[config.mk]
export PLATFORM = sky130hd
export DESIGN_NAME = sipo_frame_ctrl
export DESIGN_NICKNAME = d
export VERILOG_FILES = /design/src/rtl/sipo_frame_ctrl_pkg.sv /design/src/rtl/sipo_shift_en.sv /design/src/rtl/sipo_frame_ctrl.sv
export SDC_FILE = /design/constraint.sdc
export NUM_CORES = 1
export LEC_CHECK = 0
export ABC_CLOCK_PERIOD_IN_PS = 1000
export CORE_AREA = 2 2 39 41
export DETAILED_ROUTE_END_ITERATION = 7
export DIE_AREA = 0 0 41 43
export MAX_ROUTING_LAYER = met4
export PLACE_DENSITY = 0.57
export SLEW_MARGIN = 20
export SYNTH_ARGS = -nofsm -noshare
export SYNTH_HDL_FRONTEND = slang
export SYNTH_SLANG_ARGS = --single-unit
[constraint.sdc]
create_clock -name clk -period 1 [get_ports clk]
set_input_delay 0.25 -clock clk [delete_from_list [all_inputs] [get_ports clk]]
set_output_delay 0.25 -clock clk [all_outputs]
set_load 0.02 [all_outputs]
[src/rtl/sipo_frame_ctrl_pkg.sv]
// Shared definitions for the framed SIPO receiver.
// State encoding; 2'd3 is unused and recovers to ST_IDLE.
package sipo_frame_ctrl_pkg;

  typedef enum logic [1:0] {
    ST_IDLE  = 2'd0,
    ST_SHIFT = 2'd1,
    ST_HOLD  = 2'd2
  } state_t;

endpackage

[src/rtl/sipo_shift_en.sv]
// Serial-in/parallel-out shift register with enable.
// New bits enter at the MSB; the first bit ends in q[0].
module sipo_shift_en #(
  parameter int WIDTH = 4
) (
  input  logic             clk,
  input  logic             rst,
  input  logic             en,
  input  logic             d,
  output logic [WIDTH-1:0] q
);

  // shift toward the LSB when enabled, clear on reset
  always_ff @(posedge clk or posedge rst) begin
    if (rst) begin
      q <= '0;
    end else if (en) begin
      q <= {d, q[WIDTH-1:1]};
    end
  end

endmodule

[src/rtl/sipo_frame_ctrl.sv]
// Frame controller: start opens a frame, WIDTH shifts fill it,
// the word is held until the consumer accepts it.
module sipo_frame_ctrl
  import sipo_frame_ctrl_pkg::*;
#(
  parameter int WIDTH = 4
) (
  input  logic             clk,
  input  logic             rst,
  input  logic             start,
  input  logic             din,
  input  logic             ready,
  output logic [WIDTH-1:0] data_out,
  output logic             valid,
  output logic             busy,
  output logic             overrun
);

  localparam int CNT_W = $clog2(WIDTH);
  localparam logic [CNT_W-1:0] LAST = CNT_W'(WIDTH - 1);

  state_t           r_state;
  logic [CNT_W-1:0] r_cnt;
  logic             r_overrun;
  logic             w_shift_en;

  // state, bit counter and sticky overrun flag
  always_ff @(posedge clk or posedge rst) begin
    if (rst) begin
      r_state   <= ST_IDLE;
      r_cnt     <= '0;
      r_overrun <= 1'b0;
    end else begin
      case (r_state)
        ST_IDLE: begin
          if (start) begin
            r_state <= ST_SHIFT;
            r_cnt   <= '0;
          end
        end
        ST_SHIFT: begin
          r_cnt <= r_cnt + 1'b1;
          if (r_cnt == LAST) begin
            r_state <= ST_HOLD;
          end
        end
        ST_HOLD: begin
          if (ready) begin
            if (start) begin
              r_state <= ST_SHIFT;
              r_cnt   <= '0;
            end else begin
              r_state <= ST_IDLE;
            end
          end else if (start) begin
            r_overrun <= 1'b1;
          end
        end
        default: begin
          r_state <= ST_IDLE;
        end
      endcase
    end
  end

  assign w_shift_en = (r_state == ST_SHIFT);
  assign busy       = w_shift_en;
  assign valid      = (r_state == ST_HOLD);
  assign overrun    = r_overrun;

  sipo_shift_en #(
    .WIDTH (WIDTH)
  ) u_shift (
    .clk (clk),
    .rst (rst),
    .en  (w_shift_en),
    .d   (din),
    .q   (data_out)
  );

endmodule
# [Word level (Yosys, flattened, before mapping)]
# Cells that the tools add are included.
[totals] reg_bits=9 in_bits=5 output_inout_bits=7
[classes] n_reduce_logical=5 n_eq_ne=6 muxes=8 n_addsub=1 bitwise=1
[ops] operator="$pmux 2 s3" count=2
[ops] operator="$mux 2" count=5
[ops] operator="$reduce_and 3->1" count=2
[ops] operator="$eq 2x2->1 const B" count=2
[ops] operator="$ne 2x2->1 const B" count=2
[ops] operator="$reduce_bool 3->1" count=1
[ops] operator="$add 2x1->2 const B" count=1
[ops] operator="$eq 2x1->1 const B" count=1
[ops] operator="$logic_not 2->1" count=1
[ops] operator="$ne 2x1->1 const B" count=1
[ops] operator="$reduce_and 2->1" count=1
[ops] operator="$mux 1" count=1
[ops] operator="$not 1->1" count=1

# [Logic depth before layout (Yosys ltp)]
[logic_depth] ltp_word=3 depth_mapped=4

# [Modules after synthesis]
# A second synthesis with hierarchy kept.
[unflattened] cells_unflattened=35 hier_area_um2=399.1
[by_module_without_submodules] module="sipo_frame_ctrl" area_each_um2=250.2 cells_per_inst=26 seq_area_each_um2=125.1 n_inst=1
[by_module_without_submodules] module="sipo_shift_en" area_each_um2=148.9 cells_per_inst=9 seq_area_each_um2=100.1 n_inst=1

# [Least setup slack after synthesis]
# OpenSTA, ideal clock, no wires.
[synth_path] path_type="reg2reg" startpoint="register r_state[0]" endpoint="register u_shift.q[0]" required_time_ps=875 path_slack_ps=-130 stages_incl_launch_ff=4 setup_time_ps=125 path_buffers=1 arrival_time_ps=1005 cell_sequence="dfrtp_1 nor2b_1 buf_6 mux2_4"
[synth_between] elab_chain_cells=1
[synth_lines] item="from (decl)" line="sipo_frame_ctrl.sv:22" source="state_t r_state;"
[synth_lines] item="from (signal assigned)" line="sipo_frame_ctrl.sv:30" source="r_state <= ST_IDLE;"
[synth_lines] item="from (signal assigned)" line="sipo_frame_ctrl.sv:37" source="r_state <= ST_SHIFT;"
[synth_lines] item="from (signal assigned)" line="sipo_frame_ctrl.sv:44" source="r_state <= ST_HOLD;"
[synth_lines] item="$eq 2x1->1" line="sipo_frame_ctrl.sv:66" source="assign w_shift_en = (r_state == ST_SHIFT);"
[synth_lines] item="via busy" line="sipo_frame_ctrl.sv:15" source="output logic busy,"
[synth_lines] item="to (signal assigned)" line="sipo_shift_en.sv:18" source="q <= {d, q[WIDTH-1:1]};"
[synth_lines] item="to (decl)" line="sipo_shift_en.sv:10" source="output logic [WIDTH-1:0] q"
# The timed path passes the listed nets, and every way through them passes these cells.
# A chain may end at the register's enable or synchronous reset.

# [Worst setup path after layout]
[layout_path] startpoint="register r_state[0]" endpoint="output valid"
[layout_between] elab_chain_cells=1
[layout_lines] item="$eq 2x2->1" line="sipo_frame_ctrl.sv:68" source="assign valid = (r_state == ST_HOLD);"
[layout_lines] item="to (decl)" line="sipo_frame_ctrl.sv:14" source="output logic valid,"
# Every way passes these cells.

==> results.md <==
- Outcome: finished, violations left
- Violations in the final reports: negative setup slack
- Sum of internal, switching and leakage power: 2.57 mW
- Register clock-pin slew on the reported worst setup and hold paths: approximately 0.06 ns
- Count of max-cap constraint violations: 0
- DRC marker count from the first detailed-route iteration: 4
- Post-synthesis net count: between 40 and 50
- Clock Tree Buf Depth: 2
- Seq cells post-synth: 9
- First-pass DRT Iterations: 3
- Highest net fanout along the worst path: 4
- Average cell area after synthesis: roughly 12 µm²
- CP arrival: 1.01 ns
- Switching share of total power: 34.7%
- Total via count after detailed routing: 339
- Pre-CTS setup slack: -0.477 ns
- Hold/Removal Path Class: input port to asynchronous set/reset pin
- CP endpoint kind: primary output
- Inserted Clock Buffers: 3
- Part of the total power dissipated in combinational logic: ~63%
- Clock root buffer master: clkbuf_4
- Area occupied by multi-input gates: 193 µm²
- Core Box Area: 0.00138 mm²
- Switching power: 0.894 mW
- Grt ovf: 0
- Most common cell after layout, fill and taps aside: buf_4
- Die outline height: roughly 43 µm
- Static Leak: 0.352 nW
- Largest net degree at the start of global routing: 10
- Startpoint type of the worst setup path: register
- Final critical-path setup slack: -0.258 ns
- RD Place Congestion: about 0.74
- Clock tree from TritonCTS: built
- Crit path time final: 1.26 ns
- DP Cell Count: 71
- Seq. cell area: about 230 µm²
- Post-route non-filler standard cell count: between 70 and 80
- Routed length per instance: 11.7 µm
- Max transition margin: 77.0%
- Worst Max-Slew Pin Slew: 0.345 ns
- Yosys cell types: 16
- Yosys warns: 0
- Mapped cell area: between 400 and 500 µm²
- Post-synthesis sequential area ratio: 54.1%
- Max Transition Viols Final: 0
- H-tree level count: 1
- Area overhead of the layout relative to synthesis: 65.2%
- Most frequent cells in the layout: 11 x buf_4, 9 x dfrtp_1, 8 x buf_6
- Standard-cell rows: 14
- Synthesized instance count: 35
- Initial core utilization: 30.1%
- # DRC: 0
- Width of the die: 41 µm
- CTS Sinks: 9
- Ant. Diodes: 0
- Clock insertion delay at the later pin of the skew report: 0.26 ns
- Share of the cycle needed by the critical path after routing: 126%
- IR drop worst, VDD: 1340 µV
- Power per standard cell area: 3740 mW/mm²
- Number of I/O port buffers: 11
- Endpoint required time on the critical path: 0.75 ns
- Worst hold slack across all endpoints: roughly 0.25 ns
- Net count of the finished layout: 68
- Total Wirelength: about 900 µm
- Setup skew after layout: 0.00335 ns
- Antenna violations before repair: 0
- Fraction of final layout cells sized beyond drive strength 1: 50.8%
- Endpoints failing hold: 0
- Via count of the first global-routing pass: ~350
- Final core utilization: 49.7%
- First-pass GRT wire length: 1.46 mm
- Number of fill cells: roughly 130
- Final setup fails: 13
- Register share of total power: 26.7%
- Total half-perimeter wirelength after legalization and detailed placement: 634 µm
- Residual antenna-violating net count after detailed routing: 0
- Clock network fraction of design power: between 10% and 20%
- Post-DR vias/cell: ~4.4
- Setup Crit Path Kind: register to primary output
- Overall die area: 0.00176 mm²
- Cell internal power dissipation: 1.68 mW
- Unrepaired setup endpoints after global routing: true
- Total Routing Usage GR: 13.2%
- Achievable clock frequency: 795 MHz
- Boundary Pins: 12
cell type report:
| type | count | area share [%] |
|---|---|---|
| Sequential cell | 9 | 32.7 |
| Timing Repair Buffer | 23 | 30.9 |
| Inverter | 3 | 1.64 |
| Tap cell | 16 | 2.91 |
| Clock buffer | 4 | 3.82 |
| Multi-Input combinational cell | 22 | 28.0 |
sequential cells by signal, summed over array words and instances (netlist names):
signal	cells
r_state	2
r_cnt	2
overrun	1
u_shift.q	4
per-stage QoR:
stage / setup TNS, ns / cell area [µm²]
6_report: -1.16 / 688
2_1_floorplan: -0.464 / 424
4_1_cts: -1.34 / 684
5_1_grt: -1.79 / 688
3_3_place_gp: -3.38 / 618
3_5_place_dp: -3.43 / 618
what timing repair did:
item / CTS / global route
gates resized for setup: 45 / 2
hold buffers: 0 / 0
pin swaps: 4 / 3
setup buffers: 2 / 0
setup endpoints to repair: 14 / 15
per-layer routing:
metal / track usage, % / wire length (µm) / vias to the layer above / share of wire [%]
li1: - / - / 172 / -
met4: 6.00 / 4 / 0 / 0.44
met3: 7.85 / 35 / 2 / 3.9
met2: 17.2 / 473 / 4 / 52
met5: - / 0 / - / 0
met1: 16.0 / 389 / 161 / 43
worst paths after layout:
check	end	from	cells past startpoint	slack [ns]
max reg2reg	u_shift.q[3]	r_state[1]	3	-0.13
min	u_shift.q[0]	rst	2	0.25
min reg2reg	overrun	overrun	1	0.52
max in group asynchronous	r_state[0]	rst	2	0.50
min in group clk	overrun	overrun	1	0.52
max	valid	r_state[0]	2	-0.26
power groups by stage:
| stage | Clock, mW | Sequential [mW] | Combinational (mW) |
|---|---|---|---|
| after global placement | 0 | 0.682 | 1.39 |
| after CTS | 0.298 | 0.689 | 1.59 |
| after floorplan | 0 | 0.823 | 0.665 |
| after detailed placement | 0 | 0.685 | 1.39 |
| after global routing | 0.314 | 0.705 | 1.72 |
| final | 0.277 | 0.686 | 1.61 |
logic make-up (layout without fill, tap and decap cells):
family / after synthesis / count (layout) / synth area share [%]
flops: 9 / 9 / 54.1
compound gates: 7 / 7 / 10.8
mux: 4 / 4 / 14.4
simple gates: 10 / 10 / 12.3
buf+inv: 4 / 30 / 5.41
fa+ha+maj: 1 / 1 / 3.00
cells in the mapped netlist:
cell type	instances	area share, %
nor2b_1	1	1.5
nor2_1	3	2.7
a22oi_1	1	1.8
and2b_1	2	3.6
a22o_1	1	2.1
dfrtp_1	9	54
nand2_1	2	1.8
nand2b_1	1	1.5
ha_1	1	3.0
inv_1	3	2.7
a21oi_1	2	2.4
o21ai_0	2	2.4
nand3_1	1	1.2
buf_6	1	2.7
mux2_4	4	14
a31o_2	1	2.1
critical path, stage by stage (launching register included):
cell     delay (ns)
dfrtp_1        0.40
and2b_1        0.23
buf_6          0.12
No activity file was read; power rests on OpenSTA's default activity.
